`src/rtl/hyperbus_pkg.sv`:
```
// Shared types and constants for the HyperBus port arbiter.
//   arb_state_t  : arbiter sequencing states
//   hb_port_t    : upstream master identifiers (encoding doubles as request bit index)
//   hb_cmd_t     : command payload forwarded to the transaction sequencer
package hyperbus_pkg;

    localparam int unsigned HB_ADDR_W = 32;
    localparam int unsigned HB_DATA_W = 32;

    localparam logic [HB_DATA_W-1:0] TIMEOUT_DATA_DEFAULT = 32'hDEAD_BEEF;

    typedef enum logic [1:0] {
        IDLE,
        ISSUE,
        WAIT_RSP
    } arb_state_t;

    typedef enum logic {
        PORT_CSR = 1'b0,
        PORT_S0  = 1'b1
    } hb_port_t;

    typedef struct packed {
        logic                 reg_space;
        logic                 write;
        logic [HB_ADDR_W-1:0] addr;
        logic [HB_DATA_W-1:0] wdata;
    } hb_cmd_t;

    // The port that is not p.
    function automatic hb_port_t other_port(input hb_port_t p);
        return (p == PORT_CSR) ? PORT_S0 : PORT_CSR;
    endfunction

endpackage

```
`src/rtl/hb_rr_pick.sv`:
```
// Two-way round-robin picker.
//   req[1:0] : pending requests, bit index = hb_port_t encoding
//   last     : port granted most recently
//   grant    : chosen port; only meaningful when |req
module hb_rr_pick
    import hyperbus_pkg::*;
(
    input  logic [1:0] req,
    input  logic       last,
    output logic       grant
);

    hb_port_t fav;

    // Favour the port not granted last; fall back to the other when idle.
    always_comb begin
        fav   = other_port(hb_port_t'(last));
        grant = req[fav] ? fav : other_port(fav);
    end

endmodule

```
`src/rtl/hyperbus_port_arbiter.sv`:
```
// Shares one HyperBus transaction sequencer between the CSR and s0 Avalon-MM
// masters. One transaction in flight at a time, round-robin grant, watchdog
// abort for responses that never arrive.
//   clk, rst                : clock, synchronous active-high reset
//   csr_* / s0_*            : Avalon-MM slave ports for the two masters
//   cmd_*                   : command to the sequencer (valid/ready handshake)
//   cmd_abort               : one-cycle abort pulse on watchdog expiry
//   rsp_valid, rsp_data     : sequencer completion and read data
//   err_clr, timeout_err    : sticky abort flag and its clear
module hyperbus_port_arbiter
    import hyperbus_pkg::*;
#(
    parameter int unsigned TIMEOUT_CYCLES = 1024,
    parameter logic [31:0] TIMEOUT_DATA   = TIMEOUT_DATA_DEFAULT
) (
    input  logic        clk,
    input  logic        rst,

    input  logic [31:0] csr_address,
    input  logic        csr_read,
    input  logic        csr_write,
    input  logic [31:0] csr_writedata,
    output logic        csr_waitrequest,
    output logic [31:0] csr_readdata,
    output logic        csr_readdatavalid,

    input  logic [31:0] s0_address,
    input  logic        s0_read,
    input  logic        s0_write,
    input  logic [31:0] s0_writedata,
    output logic        s0_waitrequest,
    output logic [31:0] s0_readdata,
    output logic        s0_readdatavalid,

    output logic        cmd_valid,
    input  logic        cmd_ready,
    output logic        cmd_reg,
    output logic        cmd_write,
    output logic [31:0] cmd_addr,
    output logic [31:0] cmd_wdata,
    output logic        cmd_abort,

    input  logic        rsp_valid,
    input  logic [31:0] rsp_data,

    input  logic        err_clr,
    output logic        timeout_err
);

    localparam int unsigned       WD_W    = $clog2(TIMEOUT_CYCLES);
    localparam logic [WD_W-1:0]   WD_LAST = WD_W'(TIMEOUT_CYCLES - 1);

    arb_state_t      state_q, state_d;
    hb_port_t        gnt_q, gnt_d;
    hb_port_t        last_q, last_d;
    hb_cmd_t         cmd_q, cmd_d;
    logic            cmd_valid_q, cmd_valid_d;
    logic            cmd_abort_q, cmd_abort_d;
    logic            terr_q, terr_d;
    logic [WD_W-1:0] wd_q, wd_d;
    logic [31:0]     csr_rd_q, csr_rd_d, s0_rd_q, s0_rd_d;
    logic            csr_rdv_q, csr_rdv_d, s0_rdv_q, s0_rdv_d;

    logic [1:0]      req;
    logic            pick;
    logic            accept;
    logic            ret_valid;
    logic [31:0]     ret_data;

    assign req = {s0_read | s0_write, csr_read | csr_write};

    hb_rr_pick u_pick (
        .req   (req),
        .last  (last_q),
        .grant (pick)
    );

    // Acceptance is combinational so the master sees it in the handshake cycle.
    assign accept          = (state_q == ISSUE) && cmd_ready;
    assign csr_waitrequest = !(accept && (gnt_q == PORT_CSR));
    assign s0_waitrequest  = !(accept && (gnt_q == PORT_S0));

    // Next-state and next-output logic.
    always_comb begin
        state_d     = state_q;
        gnt_d       = gnt_q;
        last_d      = last_q;
        cmd_d       = cmd_q;
        cmd_valid_d = cmd_valid_q;
        cmd_abort_d = 1'b0;
        terr_d      = terr_q & ~err_clr;
        wd_d        = wd_q;
        csr_rd_d    = csr_rd_q;
        s0_rd_d     = s0_rd_q;
        csr_rdv_d   = 1'b0;
        s0_rdv_d    = 1'b0;
        ret_valid   = 1'b0;
        ret_data    = '0;

        case (state_q)
            IDLE: begin
                if (|req) begin
                    gnt_d       = hb_port_t'(pick);
                    last_d      = hb_port_t'(pick);
                    cmd_valid_d = 1'b1;
                    state_d     = ISSUE;
                    if (hb_port_t'(pick) == PORT_CSR) begin
                        cmd_d.reg_space = 1'b1;
                        cmd_d.write     = csr_write;
                        cmd_d.addr      = csr_address;
                        cmd_d.wdata     = csr_writedata;
                    end else begin
                        cmd_d.reg_space = 1'b0;
                        cmd_d.write     = s0_write;
                        cmd_d.addr      = s0_address;
                        cmd_d.wdata     = s0_writedata;
                    end
                end
            end
            ISSUE: begin
                if (cmd_ready) begin
                    cmd_valid_d = 1'b0;
                    wd_d        = '0;
                    state_d     = WAIT_RSP;
                end
            end
            WAIT_RSP: begin
                // A response in the expiry cycle still counts as a completion.
                if (rsp_valid) begin
                    ret_valid = !cmd_q.write;
                    ret_data  = rsp_data;
                    wd_d      = '0;
                    state_d   = IDLE;
                end else if (wd_q == WD_LAST) begin
                    cmd_abort_d = 1'b1;
                    terr_d      = 1'b1;
                    ret_valid   = !cmd_q.write;
                    ret_data    = TIMEOUT_DATA;
                    wd_d        = '0;
                    state_d     = IDLE;
                end else begin
                    wd_d = wd_q + WD_W'(1);
                end
            end
            default: state_d = IDLE;
        endcase

        if (ret_valid) begin
            if (gnt_q == PORT_CSR) begin
                csr_rdv_d = 1'b1;
                csr_rd_d  = ret_data;
            end else begin
                s0_rdv_d  = 1'b1;
                s0_rd_d   = ret_data;
            end
        end
    end

    // State and output registers.
    always_ff @(posedge clk) begin
        if (rst) begin
            state_q     <= IDLE;
            gnt_q       <= PORT_CSR;
            last_q      <= PORT_S0;
            cmd_q       <= '0;
            cmd_valid_q <= 1'b0;
            cmd_abort_q <= 1'b0;
            terr_q      <= 1'b0;
            wd_q        <= '0;
            csr_rd_q    <= '0;
            s0_rd_q     <= '0;
            csr_rdv_q   <= 1'b0;
            s0_rdv_q    <= 1'b0;
        end else begin
            state_q     <= state_d;
            gnt_q       <= gnt_d;
            last_q      <= last_d;
            cmd_q       <= cmd_d;
            cmd_valid_q <= cmd_valid_d;
            cmd_abort_q <= cmd_abort_d;
            terr_q      <= terr_d;
            wd_q        <= wd_d;
            csr_rd_q    <= csr_rd_d;
            s0_rd_q     <= s0_rd_d;
            csr_rdv_q   <= csr_rdv_d;
            s0_rdv_q    <= s0_rdv_d;
        end
    end

    assign cmd_valid         = cmd_valid_q;
    assign cmd_reg           = cmd_q.reg_space;
    assign cmd_write         = cmd_q.write;
    assign cmd_addr          = cmd_q.addr;
    assign cmd_wdata         = cmd_q.wdata;
    assign cmd_abort         = cmd_abort_q;
    assign timeout_err       = terr_q;
    assign csr_readdata      = csr_rd_q;
    assign csr_readdatavalid = csr_rdv_q;
    assign s0_readdata       = s0_rd_q;
    assign s0_readdatavalid  = s0_rdv_q;

endmodule
```
`config.mk`:
```
export PLATFORM = sky130hd
export DESIGN_NAME = hyperbus_port_arbiter
export DESIGN_NICKNAME = d
export VERILOG_FILES = /design/src/rtl/hyperbus_pkg.sv /design/src/rtl/hb_rr_pick.sv /design/src/rtl/hyperbus_port_arbiter.sv
export SDC_FILE = /design/constraint.sdc
export NUM_CORES = 1
export LEC_CHECK = 0
export CAP_MARGIN = 0
export CORE_MARGIN = 2
export CORE_UTILIZATION = 37
export DETAILED_ROUTE_END_ITERATION = 8
export HOLD_SLACK_MARGIN = 0.15
export PLACE_DENSITY_LB_ADDON = 0.2
export REMOVE_ABC_BUFFERS = 1
export SLEW_MARGIN = 20
export SYNTH_ARGS = -nofsm -noshare
export SYNTH_HDL_FRONTEND = slang
export SYNTH_SLANG_ARGS = --single-unit
```
`constraint.sdc`:
```
create_clock -name clk -period 1.95 [get_ports clk]
set_clock_uncertainty 0.15 [all_clocks]
set_input_delay 0.39 -clock clk [delete_from_list [all_inputs] [get_ports clk]]
set_output_delay 0.39 -clock clk [all_outputs]
set_load 0.005 [all_outputs]
```
==> impl_metrics.toml, run 1 <==
[outcome]
outcome = "finished with violations"
violations = "setup timing"

[power_and_ir_drop]
vdd.ir_drop.worst_mv = 0.599
cellPowerDensity_nw_per_um2 = 770
design_power_total_mw = 8.54
power.static_leakage_nw = 4.39

[yosys]
netlist.area_leader.share_pct = 47.0
post_synth_inst_count = 666
dominantRegCellSynth = "sky130_fd_sc_hd__dfxtp_1"
synthTopCellsByArea = "sky130_fd_sc_hd__dfxtp_1, sky130_fd_sc_hd__mux2i_1, sky130_fd_sc_hd__a211oi_1, sky130_fd_sc_hd__nor2_1, sky130_fd_sc_hd__o21ai_2"
seq_area_frac_synth_pct = 47.0
synthDistinctLibCells = 49
synthArstFlopShare_pct = 0
post_synth.cell_area_avg_um2 = 9.54
synth_largest_area_cell = "sky130_fd_sc_hd__dfxtp_1"
synth.yosys.warnings = 0
number_of_synthesized_flops_with_an_enable_pin = 0
mappedNetlistArea_um2 = 6350
synth.ff_latch_count = 149

[floorplan]
ports = 306
starting_density_pct = 38.0
horiz_die_dim_um = 135
core-area_um2 = 16700
rows = 47
die-height_um = 135
die_area_um2 = 18200

[critical_path]
r2r-start = "state_q[1]"
crit_path_max_incr_delay_ns = 0.52
cp_cell_sequence = "buf_6, or3b_4, or4_4, buf_12, a221oi_2"
critPathLaunchType = "flip-flop"
worstSetupEndpointType = "flip-flop"
timing.critical_path.from = "state_q[1]"
cp_slowest_cell = "sky130_fd_sc_hd__or4_4"
cp_data_arrival_time_ns = 2.18
cp_data_required_time_ns = 2.13
cp_max_fo = 12
path_class = "flip-flop to flip-flop"

[drt]
totalWireLength_mm = 21.2
first_iter_violations = 265
drt_drc_violations_left = 0
via_per_instance_ratio = 5.09
router_iterations_before_antenna_repair = 5
antenna_violating_nets_post_route = 0
routed_wire_length_per_instance_um = 17.0
via_count = 6355

[layout]
layout.filler_cells = 1404
finalNonFillerCells = 1248
layout_common_cells = "sky130_fd_sc_hd__clkdlybuf4s50_1, sky130_fd_sc_hd__dfxtp_1, sky130_fd_sc_hd__mux2i_1, sky130_fd_sc_hd__nor2_1, sky130_fd_sc_hd__a211oi_1"
combined_area_of_the_multi_input_logic_cells_um2 = 3250
register_area_um2 = 2990
most_frequent_standard_cell_in_the_layout_excluding_fill_and_tap_cells = "sky130_fd_sc_hd__clkdlybuf4s50_1"
drive_gt1_share_pct = 17.8
fin_util_pct = 66.4
final_design_area_no_fill_um2 = 11100
area_delta_synth_final_pct = 74.5
final_nets = 1183

[cts]
clock_tree_from_tritoncts = "built"
clock_insertion_delay_worst_skew_ns = 0.42
worst_setup_hold_path_clk_slew_ns = 0.06
cts.path.max_buffers = 2
clock-root-buffer = "sky130_fd_sc_hd__clkbuf_16"
tritoncts.num_buffers = 17
hold_buffers = 0
numClockSinks = 149
cts_max_level = 4

[global_routing]
grt_usage_pct = 22.5
grt_max_degree = 72
antenna_violations_before_repair = 2
global_route_wire_length_before_repair_mm = 32.2
congestion_overflow_gr = 0
first_global_vias = 6256

[sta]
postLayoutSetupSlackWorst_ns = -0.0541
hold_violations = 0
max_slew_margin_pct = 41.8
timing.setup.tns_ns = -1.08
setup_repair_after_global_routing_missed_its_margin = "yes"
tightest_slew_ns = 0.873
timing.final.crit_share_pct = 103
timing.fmax_ghz = 0.499
final_period_minus_worst_setup_slack_ns = 2.00
timing.hold.ws_ns = 0.257
slew_violations = 0
setup_viol_count_final = 37

[placement]
port_buffers = 305
finalWeightedCongestion = 0.852
dp_cells = 1202
hpwlAfterDp_mm = 15.1
detailed_place.area_um2 = 10200
place_worst_setup_slack_ns = -0.567

[min_path]
min-delay-path-class = "input port to flip-flop"
hold_path_startpoint = "rst"

[job]
drv_cap = 0
==> worst max-delay path: cells and delay by family, from the launching register on <==
family / cells / cell delay (ns)
flip-flops: 1 / 0.33
AO/OA/AOI/OAI: 1 / 0.22
AND/OR/NAND/NOR: 2 / 0.92
buffers and inverters: 2 / 0.29
==> synthesized netlist by cell type (3+ instances only) <==
library cell	count
sky130_fd_sc_hd__a211oi_1	64
sky130_fd_sc_hd__a21oi_1	31
sky130_fd_sc_hd__a221oi_2	10
sky130_fd_sc_hd__buf_1	3
sky130_fd_sc_hd__buf_2	12
sky130_fd_sc_hd__buf_6	5
sky130_fd_sc_hd__clkbuf_1	42
sky130_fd_sc_hd__dfxtp_1	149
sky130_fd_sc_hd__inv_1	5
sky130_fd_sc_hd__mux2i_1	84
sky130_fd_sc_hd__nand2_1	32
sky130_fd_sc_hd__nand3_1	19
sky130_fd_sc_hd__nand4_1	23
sky130_fd_sc_hd__nor2_1	86
sky130_fd_sc_hd__nor3_1	7
sky130_fd_sc_hd__nor4_1	3
sky130_fd_sc_hd__o21ai_0	19
sky130_fd_sc_hd__o21ai_2	20
sky130_fd_sc_hd__o31ai_1	13
==> area by class of cell <==
cell class / count / share of cell area (%)
Tap cell: 220 / 2.48
Inverter: 5 / 0.169
Clock buffer: 20 / 4.03
Sequential cell: 149 / 27.0
Multi-Input combinational cell: 451 / 29.3
Antenna cell: 2 / 0.0452
Timing Repair Buffer: 389 / 35.6
Clock inverter: 12 / 1.37
==> cells by family after synthesis <==
kind of cell	count (synthesis)	share of synthesized area, %
flip-flops	149	47.0
multiplexers	84	13.2
AO/OA/AOI/OAI	171	20.0
XOR/XNOR	2	0.276
buffers and inverters	68	4.90
AND/OR/NAND/NOR	191	14.5
adder cells (fa/ha/maj)	1	0.197
==> path summary, 6_finish.rpt <==
path / to / slack (ns) / depth (start not counted)
max reg2reg: s0_readdata[10] / -0.05 / 5
max: s0_readdata[10] / -0.05 / 5
min: gnt_q / 0.26 / 4
min reg2reg: cmd_valid / 0.30 / 2
==> metal layers <==
| metal | vias up | GRT usage (%) | wire length [um] |
|---|---|---|---|
| met5 | - | 0 | 0 |
| met4 | 0 | 7.47 | 336 |
| met3 | 29 | 10.7 | 2290 |
| met2 | 257 | 38.7 | 10600 |
| met1 | 2919 | 24.3 | 8040 |
| li1 | 3150 | - | - |
==> power by group <==
group          switching [mW]  internal (mW)
Clock                    1.29           2.05
Sequential              0.115           3.26
Combinational           0.725           1.10
==> timing repair <==
action,in CTS,in global routing
endpoints found under the setup margin,35,63
pin swaps,5,5
setup buffers,3,3
cloned,3,3
endpoints found under the hold margin,0,0
gates resized for setup,27,37
Power figures use the tool's default switching activity.
==> run 2: changes to the inputs <==
Settings changed: CTS_CLUSTER_SIZE from default to 16, SLEW_MARGIN 20 to default.
==> results of run 2 <==
Final layout, timing and power as in run 1 (identical DEF).
==> run 3: changes to the inputs <==
Settings changed: CAP_MARGIN 0 to 25.
==> results of run 3 <==
Final layout, timing and power as in run 1 (identical DEF).
